File: config.mk
export PLATFORM = sky130hd
export DESIGN_NAME = out_byte_uart_tx
export DESIGN_NICKNAME = d
export VERILOG_FILES = /design/src/rtl/uart_pkg.sv /design/src/rtl/byte_fifo.sv /design/src/rtl/out_byte_uart_tx.sv
export SDC_FILE = /design/constraint.sdc
export NUM_CORES = 1
export LEC_CHECK = 0
export ABC_CLOCK_PERIOD_IN_PS = 9270
export BUFFER_PORTS_ARGS = -buffer_cell sky130_fd_sc_hd__buf_4
export CORE_UTILIZATION = 31
export CTS_BUF_LIST = sky130_fd_sc_hd__clkbuf_4 sky130_fd_sc_hd__clkbuf_8
export CTS_CLUSTER_SIZE = 8
export DETAILED_ROUTE_END_ITERATION = 8
export GPL_TIMING_DRIVEN = 0
export MAX_ROUTING_LAYER = met4
export SLEW_MARGIN = 5
export SYNTH_ARGS = -nofsm -noshare
export SYNTH_HDL_FRONTEND = slang
export SYNTH_SLANG_ARGS = --single-unit
File: constraint.sdc
create_clock -name clk -period 9.27 [get_ports clk]
set_input_delay 0.4635 -clock clk [delete_from_list [all_inputs] [get_ports clk]]
set_output_delay 0.4635 -clock clk [all_outputs]
set_load 0.005 [all_outputs]
File: src/rtl/uart_pkg.sv
// Shared definitions for the firmware console UART: frame geometry and FSM states.
package uart_pkg;

    localparam int unsigned UART_DATA_BITS  = 8;
    localparam int unsigned UART_FRAME_BITS = 10;

    typedef enum logic [1:0] {
        IDLE  = 2'd0,
        START = 2'd1,
        DATA  = 2'd2,
        STOP  = 2'd3
    } uart_state_t;

endpackage

File: src/rtl/byte_fifo.sv
// Synchronous FIFO with combinational head read; a push into a full FIFO is
// accepted only when a pop frees a slot on the same edge.
module byte_fifo #(
    parameter int unsigned WIDTH = 8,
    parameter int unsigned DEPTH = 16
) (
    input  logic                     clk,
    input  logic                     reset,
    input  logic                     push,
    input  logic [WIDTH-1:0]         din,
    input  logic                     pop,
    output logic [WIDTH-1:0]         dout,
    output logic [$clog2(DEPTH):0]   count,
    output logic                     full,
    output logic                     empty
);

    localparam int unsigned AW = $clog2(DEPTH);
    localparam int unsigned CW = AW + 1;

    logic [WIDTH-1:0] mem [DEPTH];
    logic [AW-1:0]    wr_ptr;
    logic [AW-1:0]    rd_ptr;
    logic             pop_ok;
    logic             push_ok;

    assign full    = (count == CW'(DEPTH));
    assign empty   = (count == '0);
    assign pop_ok  = pop && !empty;
    assign push_ok = push && (!full || pop_ok);
    assign dout    = mem[rd_ptr];

    always_ff @(posedge clk) begin
        if (push_ok) begin
            mem[wr_ptr] <= din;
        end
    end

    // Pointers are exactly AW bits wide, so wrap modulo DEPTH is implicit.
    always_ff @(posedge clk) begin
        if (reset) begin
            wr_ptr <= '0;
            rd_ptr <= '0;
            count  <= '0;
        end else begin
            if (push_ok) begin
                wr_ptr <= wr_ptr + AW'(1);
            end
            if (pop_ok) begin
                rd_ptr <= rd_ptr + AW'(1);
            end
            count <= count + CW'(push_ok) - CW'(pop_ok);
        end
    end

endmodule

File: src/rtl/out_byte_uart_tx.sv
// Console UART transmitter: buffers firmware out_byte writes and sends them
// as 8N1 frames with back-to-back framing when data is waiting.
module out_byte_uart_tx
    import uart_pkg::*;
#(
    parameter int unsigned CLKS_PER_BIT = 104,
    parameter int unsigned FIFO_DEPTH   = 16
) (
    input  logic       clk,
    input  logic       reset,
    input  logic [7:0] in_byte,
    input  logic       in_byte_en,
    output logic       tx,
    output logic       busy,
    output logic       fifo_full,
    output logic       overflow
);

    localparam int unsigned TW = $clog2(CLKS_PER_BIT);
    localparam int unsigned CW = $clog2(FIFO_DEPTH) + 1;
    localparam logic [TW-1:0] BIT_LAST  = TW'(CLKS_PER_BIT - 1);
    localparam logic [2:0]    DATA_LAST = 3'(UART_DATA_BITS - 1);

    uart_state_t    state_q, state_d;
    logic [TW-1:0]  timer_q, timer_d;
    logic [2:0]     bit_q, bit_d;
    logic [7:0]     shift_q, shift_d;
    logic           tx_d;
    logic           bit_end;
    logic           pop;
    logic           push_ok;
    logic [7:0]     fifo_dout;
    logic [CW-1:0]  fifo_count;
    logic [CW-1:0]  count_next;
    logic           fifo_empty;

    byte_fifo #(
        .WIDTH (8),
        .DEPTH (FIFO_DEPTH)
    ) u_fifo (
        .clk   (clk),
        .reset (reset),
        .push  (in_byte_en),
        .din   (in_byte),
        .pop   (pop),
        .dout  (fifo_dout),
        .count (fifo_count),
        .full  (fifo_full),
        .empty (fifo_empty)
    );

    // Mirrors the FIFO acceptance rule so busy can be formed from next-cycle count.
    assign push_ok    = in_byte_en && (!fifo_full || pop);
    assign count_next = fifo_count + CW'(push_ok) - CW'(pop);
    assign bit_end    = (timer_q == BIT_LAST);

    always_comb begin
        state_d = state_q;
        timer_d = timer_q + TW'(1);
        bit_d   = bit_q;
        shift_d = shift_q;
        pop     = 1'b0;
        unique case (state_q)
            IDLE: begin
                timer_d = '0;
                if (!fifo_empty) begin
                    pop     = 1'b1;
                    shift_d = fifo_dout;
                    state_d = START;
                end
            end
            START: begin
                if (bit_end) begin
                    timer_d = '0;
                    bit_d   = '0;
                    state_d = DATA;
                end
            end
            DATA: begin
                if (bit_end) begin
                    timer_d = '0;
                    shift_d = shift_q >> 1;
                    bit_d   = bit_q + 3'd1;
                    if (bit_q == DATA_LAST) begin
                        state_d = STOP;
                    end
                end
            end
            STOP: begin
                if (bit_end) begin
                    timer_d = '0;
                    if (!fifo_empty) begin
                        pop     = 1'b1;
                        shift_d = fifo_dout;
                        state_d = START;
                    end else begin
                        state_d = IDLE;
                    end
                end
            end
            default: state_d = IDLE;
        endcase
    end

    // tx is registered from the next state so the line changes on state entry.
    always_comb begin
        tx_d = 1'b1;
        unique case (state_d)
            START:   tx_d = 1'b0;
            DATA:    tx_d = shift_d[0];
            default: tx_d = 1'b1;
        endcase
    end

    always_ff @(posedge clk) begin
        if (reset) begin
            state_q  <= IDLE;
            timer_q  <= '0;
            bit_q    <= '0;
            shift_q  <= '0;
            tx       <= 1'b1;
            busy     <= 1'b0;
            overflow <= 1'b0;
        end else begin
            state_q <= state_d;
            timer_q <= timer_d;
            bit_q   <= bit_d;
            shift_q <= shift_d;
            tx      <= tx_d;
            busy    <= (count_next != '0) || (state_d != IDLE);
            if (in_byte_en && !push_ok) begin
                overflow <= 1'b1;
            end
        end
    end

endmodule

# After elaboration in Yosys (flattened, before gate mapping)
# Memory sizes are Yosys's and may differ from the RTL's. A register that Yosys moved wholly into a read port is not among the register bits.
# Cells that the tools add are included.
[op_classes]
add_sub_neg = 8
multipliers = 0
div = 0
order_cmp = 0
eq_ne = 11
n_shift = 0
muxes = 24
n_bitwise = 0
n_reduce_logical = 19
[ops]
columns = ["op", "n"]
rows = [
  ["$mux W8", 3],
  ["$pmux W8 S3", 1],
  ["$pmux W7 S2", 1],
  ["$add A5 B1 Y5", 2],
  ["$mux W2", 5],
  ["$sub A5 B1 Y5", 2],
  ["$add A4 B1 Y4 const B", 2],
  ["$mux W4", 2],
  ["$pmux W2 S4", 1],
  ["$add A7 B1 Y7 const B", 1],
  ["$eq A7 B7 Y1 const B", 1],
  ["$mux W7", 1],
  ["$eq A2 B2 Y1 const B", 3],
  ["$mux W3", 2],
  ["$ne A2 B2 Y1 const B", 3],
  ["$pmux W3 S2", 1],
  ["$reduce_and A3 Y1", 2],
  ["$eq A5 B5 Y1 const B", 1],
  ["$logic_not A5 Y1", 1],
  ["$mux W1", 5],
  ["$reduce_bool A5 Y1", 1],
  ["$eq A2 B1 Y1 const B", 2],
  ["$logic_and A1 B1 Y1", 4],
  ["$pmux W1 S2", 2],
  ["8 further kinds", 13],
]
[totals]
register_bits = 36
latchBits = 0
ramBits = 128
rom_bits = 0
in_bits = 11
output_inout_bits = 4
word_cells = 74
mem_count = 1
[mem_list]
columns = ["memory", "depth", "width", "rd", "rd_clocked_by_memory_dff", "write_ports", "line_no", "text"]
rows = [
  ["u_fifo.mem", 16, 8, 1, 1, 1, "byte_fifo.sv:21", "logic [WIDTH-1:0] mem [DEPTH];"],
]

# Logic depth before layout (Yosys ltp)
[logic_depth]
ltp_word = 10
depth_mapped = 16
ltp_nobuf = 15

# Hierarchy
# From an unflattened synthesis, not the netlist that was laid out.
[hier_totals]
hier_cells = 469
area_unflattened_um2 = 7239.4
[by_module_without_submodules]
columns = ["module", "n_inst", "cells_per_inst", "area_per_inst_um2", "seq_area_each_um2"]
rows = [
  ["byte_fifo", 1, 310, 5843.1, 4184.0],
  ["out_byte_uart_tx", 1, 159, 1396.3, 460.4],
]

# Worst setup path after synthesis
# No wires, ideal clock.
[synth_timing]
path_kind = "reg-to-reg"
start = "register timer_q[0]"
end = "register busy"
setup_time_ns = 0.158
t_arrival_ns = 2.854
required_time_ns = 9.112
slack_ns = 6.258
stages_incl_launch_ff = 17
path_buffers = 1
synth_period_minus_slack_ns = 3.012
path_cell_list = "dfxtp_1 > ha_1 > and2_1 > buf_2 > a31oi_2 > nor3_2 > ha_1 > inv_1 > ha_1 > inv_1 > fa_1 > inv_1 > a21oi_1 > o21bai_1 > xnor2_1 > nor4b_1 > a41oi_1"
[synth_between]
elab_chain_len = 9
word_cells_on_any_way = 14
classes_between = "2 x add/sub; 1 x eq/ne; 6 x mux; 5 x reduce/logical"
[synth_lines]
columns = ["item", "line_no", "text"]
rows = [
  ["from (decl)", "out_byte_uart_tx.sv:25", "logic [TW-1:0] timer_q, timer_d;"],
  ["from (signal assigned)", "out_byte_uart_tx.sv:126", "timer_q <= timer_d;"],
  ["$eq A7 B7 Y1 *", "out_byte_uart_tx.sv:55", "assign bit_end = (timer_q == BIT_LAST);"],
  ["$mux W1", "out_byte_uart_tx.sv:90", "if (bit_end) begin"],
  ["$pmux W1 S2", "out_byte_uart_tx.sv:63", "unique case (state_q)"],
  ["$logic_or A1 B1 Y1", "out_byte_uart_tx.sv:53", "assign push_ok = in_byte_en && (!fifo_full || pop);"],
  ["$logic_and A1 B1 Y1", "out_byte_uart_tx.sv:53", ""],
  ["$add A5 B1 Y5", "out_byte_uart_tx.sv:54", "assign count_next = fifo_count + CW'(push_ok) - CW'(pop);"],
  ["$sub A5 B1 Y5", "out_byte_uart_tx.sv:54", ""],
  ["$reduce_bool A5 Y1", "out_byte_uart_tx.sv:130", "busy <= (count_next != '0) || (state_d != IDLE);"],
  ["$logic_or A1 B1 Y1 *", "out_byte_uart_tx.sv:130", ""],
  ["to (signal assigned)", "out_byte_uart_tx.sv:130", ""],
  ["to (decl)", "out_byte_uart_tx.sv:14", "output logic busy,"],
]
# Mark *: on every way between the ends. The rest lies on a longest branch, timed or not.
# A chain may end at the register's enable or synchronous reset.

# Final worst setup path
[layout_timing]
start = "register u_fifo.count[2]"
end = "register busy"
[layout_between]
elab_chain_len = 10
word_cells_on_any_way = 17
classes_between = "2 x add/sub; 1 x eq/ne; 7 x mux; 7 x reduce/logical"
[layout_lines]
columns = ["item", "line_no", "text"]
rows = [
  ["from (decl)", "byte_fifo.sv:13", "output logic [$clog2(DEPTH):0] count,"],
  ["from (signal assigned)", "byte_fifo.sv:52", "count <= count + CW'(push_ok) - CW'(pop_ok);"],
  ["$logic_not A5 Y1", "byte_fifo.sv:28", "assign empty = (count == '0);"],
  ["$mux W1", "out_byte_uart_tx.sv:66, out_byte_uart_tx.sv:92", ""],
  ["$mux W1", "out_byte_uart_tx.sv:90", ""],
  ["$pmux W1 S2", "out_byte_uart_tx.sv:63", ""],
  ["$logic_or A1 B1 Y1", "out_byte_uart_tx.sv:53", ""],
  ["$logic_and A1 B1 Y1", "out_byte_uart_tx.sv:53", ""],
  ["$add A5 B1 Y5", "out_byte_uart_tx.sv:54", ""],
  ["$sub A5 B1 Y5", "out_byte_uart_tx.sv:54", ""],
  ["$reduce_bool A5 Y1", "out_byte_uart_tx.sv:130", ""],
  ["$logic_or A1 B1 Y1 *", "out_byte_uart_tx.sv:130", ""],
]
# Marked as above.

==> flow_summary.toml <==
[setup_path]
cp.arrival_ns = 3.84
cp-endpoint = "busy$_SDFF_PP0_"
cp_num_cells = 15
reg2reg_setup_slack_ns = 5.73
crit_path_frequent_cell = "inv_1"
r2r_cells = 15
reg2reg_to = "busy$_SDFF_PP0_"
slowest_stage = "nor4b_2"
worstPathMaxFanout = 8
critPathCaptureType = "flip-flop"
path_class = "flip-flop to flip-flop"
timing.rr.start = "u_fifo.count[2]$_SDFF_PP0_"
crit_chain = "inv_1, ha_1, nor4b_2, nor3_2, ha_1, inv_1, ha_1, inv_1, fa_1, inv_1, a21oi_1, o21bai_1, xnor2_1, nor4b_1, a41oi_1"
crit_start = "u_fifo.count[2]$_SDFF_PP0_"
worstPathRequired_ns = 9.57
path_buf_inv = 4
cpPeakStageDelay_ns = 0.73
critPathLaunchType = "flip-flop"
critical_path.top_delay_family = "simple AND/OR/NAND/NOR gates"

[layout]
finish.instance_area_um2 = 8030
nFillCells = 2161
final_util_pct = 35.5
syn_to_final_growth_pct = 12.4
drive_above_1_share_pct = 17.3
nets = 560
diodes = 0
fin_cells = 823

[power_and_ir_drop]
power.density_nw_per_um2 = 247
swShare_pct = 31.6
power.internal_mw = 1.35
clockPowerShare_pct = 26.7
pwr-share-comb_pct = 28.5
ir_drop_mv = 0.120
p_total_mw = 1.98
seqPwrFrac_pct = 44.8
p_leak_nw = 2.73
p_sw_mw = 0.627

[timing]
tns_ns = 0
fmax_ghz = 0.283
slew_headroom_pct = 35.8
setup_viol = 0
rsz0062_at_grt = "false"
period_minus_slack_ns = 3.54
fin_crit_sh_pct = 38.2
maxSlewViolCount = 0
finClkSkew_ns = 0.0155
hold_violations = 0
hold-worst-slack_ns = 0.294
worstMarginPinSlew_ns = 0.959
setup_slack_ns = 5.73

[drt]
drc = 0
drt_wl_total_um = 14400
via_per_inst = 4.95
dr_wl_met3_um = 702
wl_met2_um = 7020
vias = 4075
met1_length_um = 6520
postRouteAntennaNets = 0
highest_layer = "met4"
dr.first_iter.drc_count = 311
drt_first_pass_iters = 4
wl_per_cell_um = 17.5

[synthesis]
synthFlopType = "edfxtp_1"
synth_nets = 527
ys_seq_area_share_pct = 65.0
synth-seq-cells = 168
synth_area_um2 = 7150
async_flop_share_pct = 0
syn_area_per_cell_um2 = 14.5
synth-edff-count = 128
postSynthCellCount = 492
yosys_warnings = 0
ys_types = 55

[floorplan]
dieArea_um2 = 23700
core-area_um2 = 22600
rows = 55
die_width_um = 154
ios = 15
initial_core_util_pct = 31.6
dieHeight_um = 154

[worst_hold_path]
hold_class = "input port to flip-flop"

[cts]
h-tree-depth = 4
cts-root-buf = "clkbuf_8"
cts_resized = 0
hold_buffers = 0
cts_buffers = 17
clockBufferDepth = 2
cts_tree = "done"
cts_setup_buffers = 0
clk-insertion-delay-late_ns = 0.46
clk_pin_slew_ns = 0.09
cts.sinks = 168

[global_routing]
grt_overflow = 0
grt_max_degree = 17
grt_pass1_wl_um = 22500
grt_usage_pct = 13.3
antenna_found_initial = 0
grt_pass1_vias = 4120

[placement]
routabilityCongestion = 0.837
place_hpwl_um = 9940
io_buffers = 14
placed_cells = 791
dpl-instance-area_um2 = 7620
post-place-ws_ns = 5.70

[status]
status = "finished clean"

[flow_run]
cap_violations = 0
## metal layers
metal | vias up | global-route usage [%]
met2 | 98 | 21.0
met5 | - | -
met3 | 13 | 3.30
met4 | 0 | 4.48
met1 | 2041 | 16.6
li1 | 1923 | -
## registers in the layout, indices dropped and copies added (netlist names), named ones only
register,flops
u_fifo.mem,128
u_fifo.count,5
timer_q,7
bit_q,3
tx,1
u_fifo.wr_ptr,4
u_fifo.rd_ptr,4
busy,1
shift_q,8
overflow,1
state_q,2
## worst min-delay path by stage
| stage | end | startpoint | depth (start not counted) | slack (ns) |
|---|---|---|---|---|
| 4_1_cts | overflow$_SDFFE_PP0P_ | in_byte_en | 3 | 0.27 |
| 6_report | overflow$_SDFFE_PP0P_ | in_byte_en | 3 | 0.29 |
| 2_1_floorplan | timer_q[0]$_SDFF_PP0_ | timer_q[0]$_SDFF_PP0_ | 1 | 0.43 |
| 3_5_place_dp | timer_q[0]$_SDFF_PP0_ | timer_q[0]$_SDFF_PP0_ | 1 | 0.47 |
| 5_1_grt | u_fifo.mem[8][0]$_DFFE_PP_ | in_byte[0] | 1 | 0.29 |
| 3_3_place_gp | timer_q[0]$_SDFF_PP0_ | timer_q[0]$_SDFF_PP0_ | 1 | 0.44 |
## power by group through the flow
| stage | combinational, mW | clock, mW | sequential, mW |
|---|---|---|---|
| 4_1_cts | 0.570 | 0.540 | 0.888 |
| 5_1_grt | 0.631 | 0.573 | 0.893 |
| 3_5_place_dp | 0.566 | 0 | 0.905 |
| 3_3_place_gp | 0.553 | 0 | 0.902 |
| 2_1_floorplan | 0.421 | 0 | 0.897 |
| 6_report | 0.565 | 0.529 | 0.888 |
## worst min-delay path, delay by kind of cell
family          cells  cell delay [ns]
simple gates        1             0.08
compound gates      1             0.06
buf+inv             1             0.11
## placed cells by master (no fill, tap or decap), types with 9 or more instances in the layout
master	netlist	final
a211oi_1	13	13
mux2i_1	14	14
ha_1	22	22
buf_2	9	9
mux4_2	20	20
xor2_1	10	10
edfxtp_1	128	128
clkbuf_1	11	11
clkbuf_8	0	17
a21oi_1	19	19
nor2_1	44	44
buf_4	2	16
dfxtp_1	40	40
inv_1	21	21
nor2b_1	17	17
nand2_1	13	13
## synthesized netlist by cell type, types with 2 or more instances
library cell,n,area share (%)
a211oi_1,13,1.4
a21o_1,7,0.74
a21oi_1,19,1.3
a22o_1,7,0.86
a22oi_1,7,0.74
and2_1,4,0.35
and3_1,3,0.26
buf_2,9,0.63
buf_4,2,0.21
clkbuf_1,11,0.58
dfxtp_1,40,11
edfxtp_1,128,54
fa_1,2,0.56
ha_1,22,3.9
inv_1,21,1.1
mux2_2,4,0.63
mux2i_1,14,2.0
mux4_2,20,6.3
nand2_1,13,0.68
nand2b_1,4,0.35
nand3_1,7,0.49
nor2_1,44,2.3
nor2b_1,17,1.5
nor3_1,11,0.77
nor3b_1,8,0.84
o21ai_0,7,0.49
o22ai_1,2,0.17
o311ai_1,2,0.25
or3_1,2,0.17
xnor2_1,8,0.98
xor2_1,10,1.2
## cell type report
cell class                 count  area, um2  share of cell area (%)
sequential                   168       4640                    57.8
timing repair buffer          14        105                    1.31
clock inverter                14        160                    1.99
buffer                        24        116                    1.45
tap                          285        357                    4.44
clock buffer                  18        241                    3.01
multi-input combinational    279       2330                    29.0
inverter                      21       78.8                   0.981
## logic make-up after synthesis
| logic type | Yosys count | synth area share, % |
|---|---|---|
| AOI/OAI and AO/OA | 78 | 7.96 |
| xor gates and xnor gates | 18 | 2.21 |
| adders and majority gates | 24 | 4.41 |
| buffers and inverters | 45 | 2.73 |
| DFF | 168 | 65.0 |
| muxes | 38 | 8.89 |
| and+or+nand+nor | 121 | 8.84 |
No activity file was read; power rests on OpenSTA's default activity.
